==> src/rtl/camera_capture_ctrl.sv <==
// Camera capture controller: sequences sensor power-up and configuration, then
// stores frame-aligned RGB565 pixels as 12-bit RGB444 words into a frame buffer.
module camera_capture_ctrl #(
  parameter int H_ACTIVE     = 320,
  parameter int V_ACTIVE     = 240,
  parameter int ADDR_W       = 17,
  parameter int PWRUP_CYCLES = 1000000
) (
  input  logic              clk,
  input  logic              rst_n,
  input  logic              capture_req,
  input  logic              continuous,
  input  logic              cfg_done,
  input  logic              pixel_valid,
  input  logic [15:0]       pixel_data,
  input  logic              frame_done,
  output logic              cfg_start,
  output logic              wr_en,
  output logic [ADDR_W-1:0] wr_addr,
  output logic [11:0]       wr_data,
  output logic              busy,
  output logic              frame_ready,
  output logic              overrun,
  output logic              short_frame,
  output logic [2:0]        o_dbg_state
);

  // Handshake: pixel_valid and frame_done are single-cycle strobes with no
  // back-pressure; each accepted pixel appears as a one-cycle wr_en pulse on
  // the following cycle, and the frame buffer must accept every write.

  localparam int PIX_TOTAL = H_ACTIVE * V_ACTIVE;
  localparam int CNT_W     = ADDR_W + 1;
  localparam int PW_W      = (PWRUP_CYCLES > 1) ? $clog2(PWRUP_CYCLES) : 1;

  localparam logic [CNT_W-1:0] PIX_LAST = CNT_W'(PIX_TOTAL);
  localparam logic [PW_W-1:0]  PW_LAST  = PW_W'(PWRUP_CYCLES - 1);

  typedef enum logic [2:0] {
    ST_PWRUP   = 3'd0,
    ST_CONFIG  = 3'd1,
    ST_READY   = 3'd2,
    ST_ARM     = 3'd3,
    ST_CAPTURE = 3'd4
  } state_t;

  state_t            r_state;
  state_t            w_state_nxt;
  logic [PW_W-1:0]   r_pwr_cnt;
  logic [CNT_W-1:0]  r_pix_cnt;
  logic [CNT_W-1:0]  w_pix_eff;

  logic w_pwr_done;
  logic w_req_accept;
  logic w_arm_start;
  logic w_pix_accept;
  logic w_pix_over;
  logic w_frame_end;

  always_ff @(posedge clk or negedge rst_n) begin
    if (!rst_n) begin
      r_state <= ST_PWRUP;
    end else begin
      r_state <= w_state_nxt;
    end
  end

  always_comb begin
    w_state_nxt  = r_state;
    w_pwr_done   = 1'b0;
    w_req_accept = 1'b0;
    w_arm_start  = 1'b0;
    w_pix_accept = 1'b0;
    w_pix_over   = 1'b0;
    w_frame_end  = 1'b0;
    case (r_state)
      ST_PWRUP: begin
        if (r_pwr_cnt == PW_LAST) begin
          w_state_nxt = ST_CONFIG;
          w_pwr_done  = 1'b1;
        end
      end
      ST_CONFIG: begin
        if (cfg_done) begin
          w_state_nxt = ST_READY;
        end
      end
      ST_READY: begin
        if (capture_req) begin
          w_state_nxt  = ST_ARM;
          w_req_accept = 1'b1;
        end
      end
      ST_ARM: begin
        // Pixels seen here belong to a partial frame and are dropped.
        if (frame_done) begin
          w_state_nxt = ST_CAPTURE;
          w_arm_start = 1'b1;
        end
      end
      ST_CAPTURE: begin
        if (pixel_valid) begin
          if (r_pix_cnt < PIX_LAST) begin
            w_pix_accept = 1'b1;
          end else begin
            w_pix_over = 1'b1;
          end
        end
        if (frame_done) begin
          w_frame_end = 1'b1;
          w_state_nxt = continuous ? ST_CAPTURE : ST_READY;
        end
      end
      default: begin
        w_state_nxt = ST_PWRUP;
      end
    endcase
  end

  // A pixel coincident with frame_done still counts toward frame completeness.
  assign w_pix_eff = r_pix_cnt + CNT_W'(w_pix_accept);

  always_ff @(posedge clk or negedge rst_n) begin
    if (!rst_n) begin
      r_pwr_cnt <= '0;
    end else if (r_state == ST_PWRUP && !w_pwr_done) begin
      r_pwr_cnt <= r_pwr_cnt + 1'b1;
    end else begin
      r_pwr_cnt <= '0;
    end
  end

  always_ff @(posedge clk or negedge rst_n) begin
    if (!rst_n) begin
      r_pix_cnt <= '0;
    end else if (w_arm_start || w_frame_end) begin
      r_pix_cnt <= '0;
    end else if (w_pix_accept) begin
      r_pix_cnt <= r_pix_cnt + 1'b1;
    end
  end

  always_ff @(posedge clk or negedge rst_n) begin
    if (!rst_n) begin
      wr_en   <= 1'b0;
      wr_addr <= '0;
      wr_data <= '0;
    end else begin
      wr_en <= w_pix_accept;
      if (w_pix_accept) begin
        wr_addr <= r_pix_cnt[ADDR_W-1:0];
        wr_data <= {pixel_data[15:12], pixel_data[10:7], pixel_data[4:1]};
      end
    end
  end

  always_ff @(posedge clk or negedge rst_n) begin
    if (!rst_n) begin
      cfg_start   <= 1'b0;
      frame_ready <= 1'b0;
      overrun     <= 1'b0;
      short_frame <= 1'b0;
    end else begin
      cfg_start   <= w_pwr_done;
      frame_ready <= w_frame_end;
      if (w_req_accept) begin
        overrun <= 1'b0;
      end else if (w_pix_over) begin
        overrun <= 1'b1;
      end
      if (w_req_accept) begin
        short_frame <= 1'b0;
      end else if (w_frame_end && (w_pix_eff < PIX_LAST)) begin
        short_frame <= 1'b1;
      end
    end
  end

  assign busy        = (r_state != ST_READY);
  assign o_dbg_state = r_state;

endmodule

==> config.mk <==
export PLATFORM = sky130hd
export DESIGN_NAME = camera_capture_ctrl
export DESIGN_NICKNAME = d
export VERILOG_FILES = /design/src/rtl/camera_capture_ctrl.sv
export SDC_FILE = /design/constraint.sdc
export NUM_CORES = 1
export LEC_CHECK = 0
export BUFFER_PORTS_ARGS = -buffer_cell sky130_fd_sc_hd__buf_2
export CAP_MARGIN = 10
export CORE_ASPECT_RATIO = 2
export CORE_UTILIZATION = 59
export CTS_BUF_LIST = sky130_fd_sc_hd__clkbuf_16
export DETAILED_ROUTE_END_ITERATION = 12
export GPL_ROUTABILITY_DRIVEN = 0
export PLACE_DENSITY = 0.84
export SYNTH_ARGS = -nofsm -noshare
export SYNTH_HDL_FRONTEND = slang
export SYNTH_SLANG_ARGS = --single-unit
export TNS_END_PERCENT = 100
==> constraint.sdc <==
create_clock -name clk -period 6.21 [get_ports clk]
set_input_delay 0.3105 -clock clk [delete_from_list [all_inputs] [get_ports clk]]
set_output_delay 0.3105 -clock clk [all_outputs]
set_load 0.05 [all_outputs]
==> run_results.csv <==
group,metric,value,unit
setup_path,crit_type,"flop to flop",
clock_network,clkSinkCount,75,
clock_network,post_cts_buffers,0,
setup_path,required,6.46,ns
placed_design,portBuffers,56,
clock_network,cts_repair_resize_count,0,
yosys,syn_area,0.00335,mm^2
drt,viasPerCell,5.49,
sta,maxSlewHeadroom,38.7,%
drt,ant_nets,0,
min_path,hp-class,"input pin to flop",
clock_network,cts_tree,"done",
floorplan,ios,61,
placed_design,post-place-ws,3.41,ns
clock_network,ctsHoldBuffers,0,
clock_network,root_buffer,"clkbuf_16",
drt,drt_iter0_markers,64,
yosys,yosysMostFrequentCell,"nand2_1",
sta,fin_ws,3.40,ns
pwr,leakagePower,2.00,nW
sta,maxSlewViolCount,0,
global_route,track_usage,24.7,%
yosys,synth_largest_area_cell,"dfrtp_1",
flow_run,drv_cap,0,
sta,tightest_slew,0.919,ns
cells_and_area,diodes,0,
drt,drc,0,
drt,wl_per_cell,14.2,um
setup_path,cpPeakStageDelay,0.68,ns
global_route,grt_pass1_wl,11500,um
yosys,synth_cells,359,
clock_network,clkLatencyLatePin,0.33,ns
yosys,ys_ff_latch,75,
yosys,synthTopCellsByCount,"nand2_1, dfrtp_1, nor2_1, xnor2_1, xor2_1",
sta,rsz0062_at_grt,"no",
floorplan,core_area,0.00542,mm^2
cells_and_area,drive_above_1_share,17.8,%
sta,holdWs,0.167,ns
global_route,grt_max_degree,76,
sta,hold_viol_final,0,
setup_path,cp_cell_sequence,"or4b_1 -> or4_4 -> o31ai_4 -> nand2b_1 -> o21a_1 -> o22ai_1",
global_route,antenna_found_initial,0,
cells_and_area,final_core_util,72.5,%
clock_network,cts_buffers,9,
setup_path,cpMaxStageDelayCell,"o31ai_4",
floorplan,start_util,61.8,%
cells_and_area,area_growth,17.4,%
clock_network,ctsHtreeMaxLevel,3,
yosys,async_flop_share,100,%
yosys,synth_top_cell_area_share,56.1,%
sta,finalSetupViolCount,0,
sta,fin_crit,2.81,ns
setup_path,arrival,3.06,ns
yosys,yosysWarnings,0,
run_status,outcome,"completed",
floorplan,die_area,0.00600,mm^2
sta,final.setup.tns,0,ns
floorplan,die_h,109,um
cells_and_area,finalNonFillerCells,481,
floorplan,dieWidth,55.3,um
yosys,synthTopCellsByArea,"dfrtp_1, nand2_1, nor2_1",
drt,firstDrtPassIters,4,
cells_and_area,fin_nets,441,
global_route,grt_pass1_vias,2667,
yosys,synth_edf_count,0,
yosys,seq_area_frac_synth,56.1,%
setup_path,cp_max_fo,21,
setup_path,worstPathBufferInverterCount,0,
sta,finClkSkew,0.00514,ns
placed_design,dp_hpwl,4630,um
drt,wl,6810,um
setup_path,cp-end-kind,"flop",
pwr,ir_worst_vdd,0.000400,V
drt,vias,2643,
floorplan,core.rowCount,38,
yosys,synth_nets,384,
global_route,grt-ovfl-total,0,
setup_path,crit_family,"simple AND/OR/NAND/NOR gates",
clock_network,path_clk_slew,0.05,ns
placed_design,place_inst,465,
sta,fmax,0.356,GHz
clock_network,clk_path_buf_depth,2,
yosys,synthDistinctLibCells,41,
yosys,synth_ff_type,"dfrtp_1",
pwr,power.density,393,mW/mm^2
yosys,synth.avg_cell_area,9.33,um^2
setup_path,startpoint_type,"flop",
sta,fin_crit_sh,45.3,%
## worst paths after layout
kind                               start             end  slack, ns  cells past startpoint
max                        r_pwr_cnt[10]  o_dbg_state[2]       3.40                      6
min                        pixel_data[2]      wr_data[1]       0.17                      3
max reg2reg                r_pwr_cnt[10]  o_dbg_state[2]       3.40                      6
min reg2reg                   wr_addr[9]      wr_addr[9]       0.47                      2
max in group asynchronous          rst_n   r_pwr_cnt[17]       5.41                      2
min in group asynchronous          rst_n      wr_data[1]       0.19                      2
## report_power, final
part           switching, W  leakage [nW]  internal [W]
clock              0.000183         0.144      0.000262
combinational      0.000370         0.826      0.000114
sequential        0.0000588          1.03      0.000556
total              0.000611          2.00      0.000932
## layout make-up
type	count	area (um^2)
clock buffers	9	225
clock inverters	7	30.0
fillers	400	1490
inverters	10	37.5
multi-input cells	261	1380
flip-flops and latches	75	1880
well taps	60	75.1
repair buffers	59	303
## sequential cells by signal, indices dropped and copies added (netlist names)
| name | count |
|---|---|
| o_dbg_state | 3 |
| r_pix_cnt | 18 |
| cfg_start | 1 |
| wr_en | 1 |
| short_frame | 1 |
| wr_data | 12 |
| overrun | 1 |
| frame_ready | 1 |
| wr_addr | 17 |
| r_pwr_cnt | 20 |
## stage by stage
stage          area [um^2]  total power [W]
6_report              3930          0.00154
5_1_grt               3930          0.00161
4_1_cts               3930          0.00155
3_3_place_gp          3670          0.00110
3_5_place_dp          3670          0.00111
2_1_floorplan         3350         0.000992
## worst reg2reg max path, delay by kind of cell (launching register included)
family	cells	cell delay [ns]
flip-flops	1	0.41
AO/OA/AOI/OAI	3	1.00
AND/OR/NAND/NOR	3	1.31
## logic make-up (layout without fill, tap and decap cells)
logic type	after synthesis	count (layout)	synth area share (%)
multiplexers	1	1	0.299
AND/OR/NAND/NOR	198	198	25.9
AO/OA/AOI/OAI	27	27	5.57
buffers and inverters	23	85	2.84
adder cells (fa/ha/maj)	2	2	0.747
XOR/XNOR	33	33	8.63
flip-flops	75	75	56.1
## cells in the final DEF (no fill, tap or decap), drive strengths merged, types with 2 or more instances in the layout
cell type  instances
o21ai              4
xor2              15
xnor2             18
buf               59
a21oi              9
nor2              53
inv               14
nand4              5
nor2b              2
nand2            101
o22ai              2
nor3               6
o31ai              3
or4b               2
nor4b              2
clkbuf             9
ha                 2
and3               4
nand3             12
dfrtp             75
clkinv             3
and4               3
## metal layers
| metal | vias to the layer above | global-route usage, % | wire, um |
|---|---|---|---|
| li1 | 1297 | - | - |
| met5 | - | 0 | 0 |
| met3 | 18 | 5.38 | 210 |
| met1 | 1270 | 25.0 | 2610 |
| met4 | 0 | 13.2 | 215 |
| met2 | 58 | 46.2 | 3770 |
Note: power is estimated with default switching activity, not from simulation.
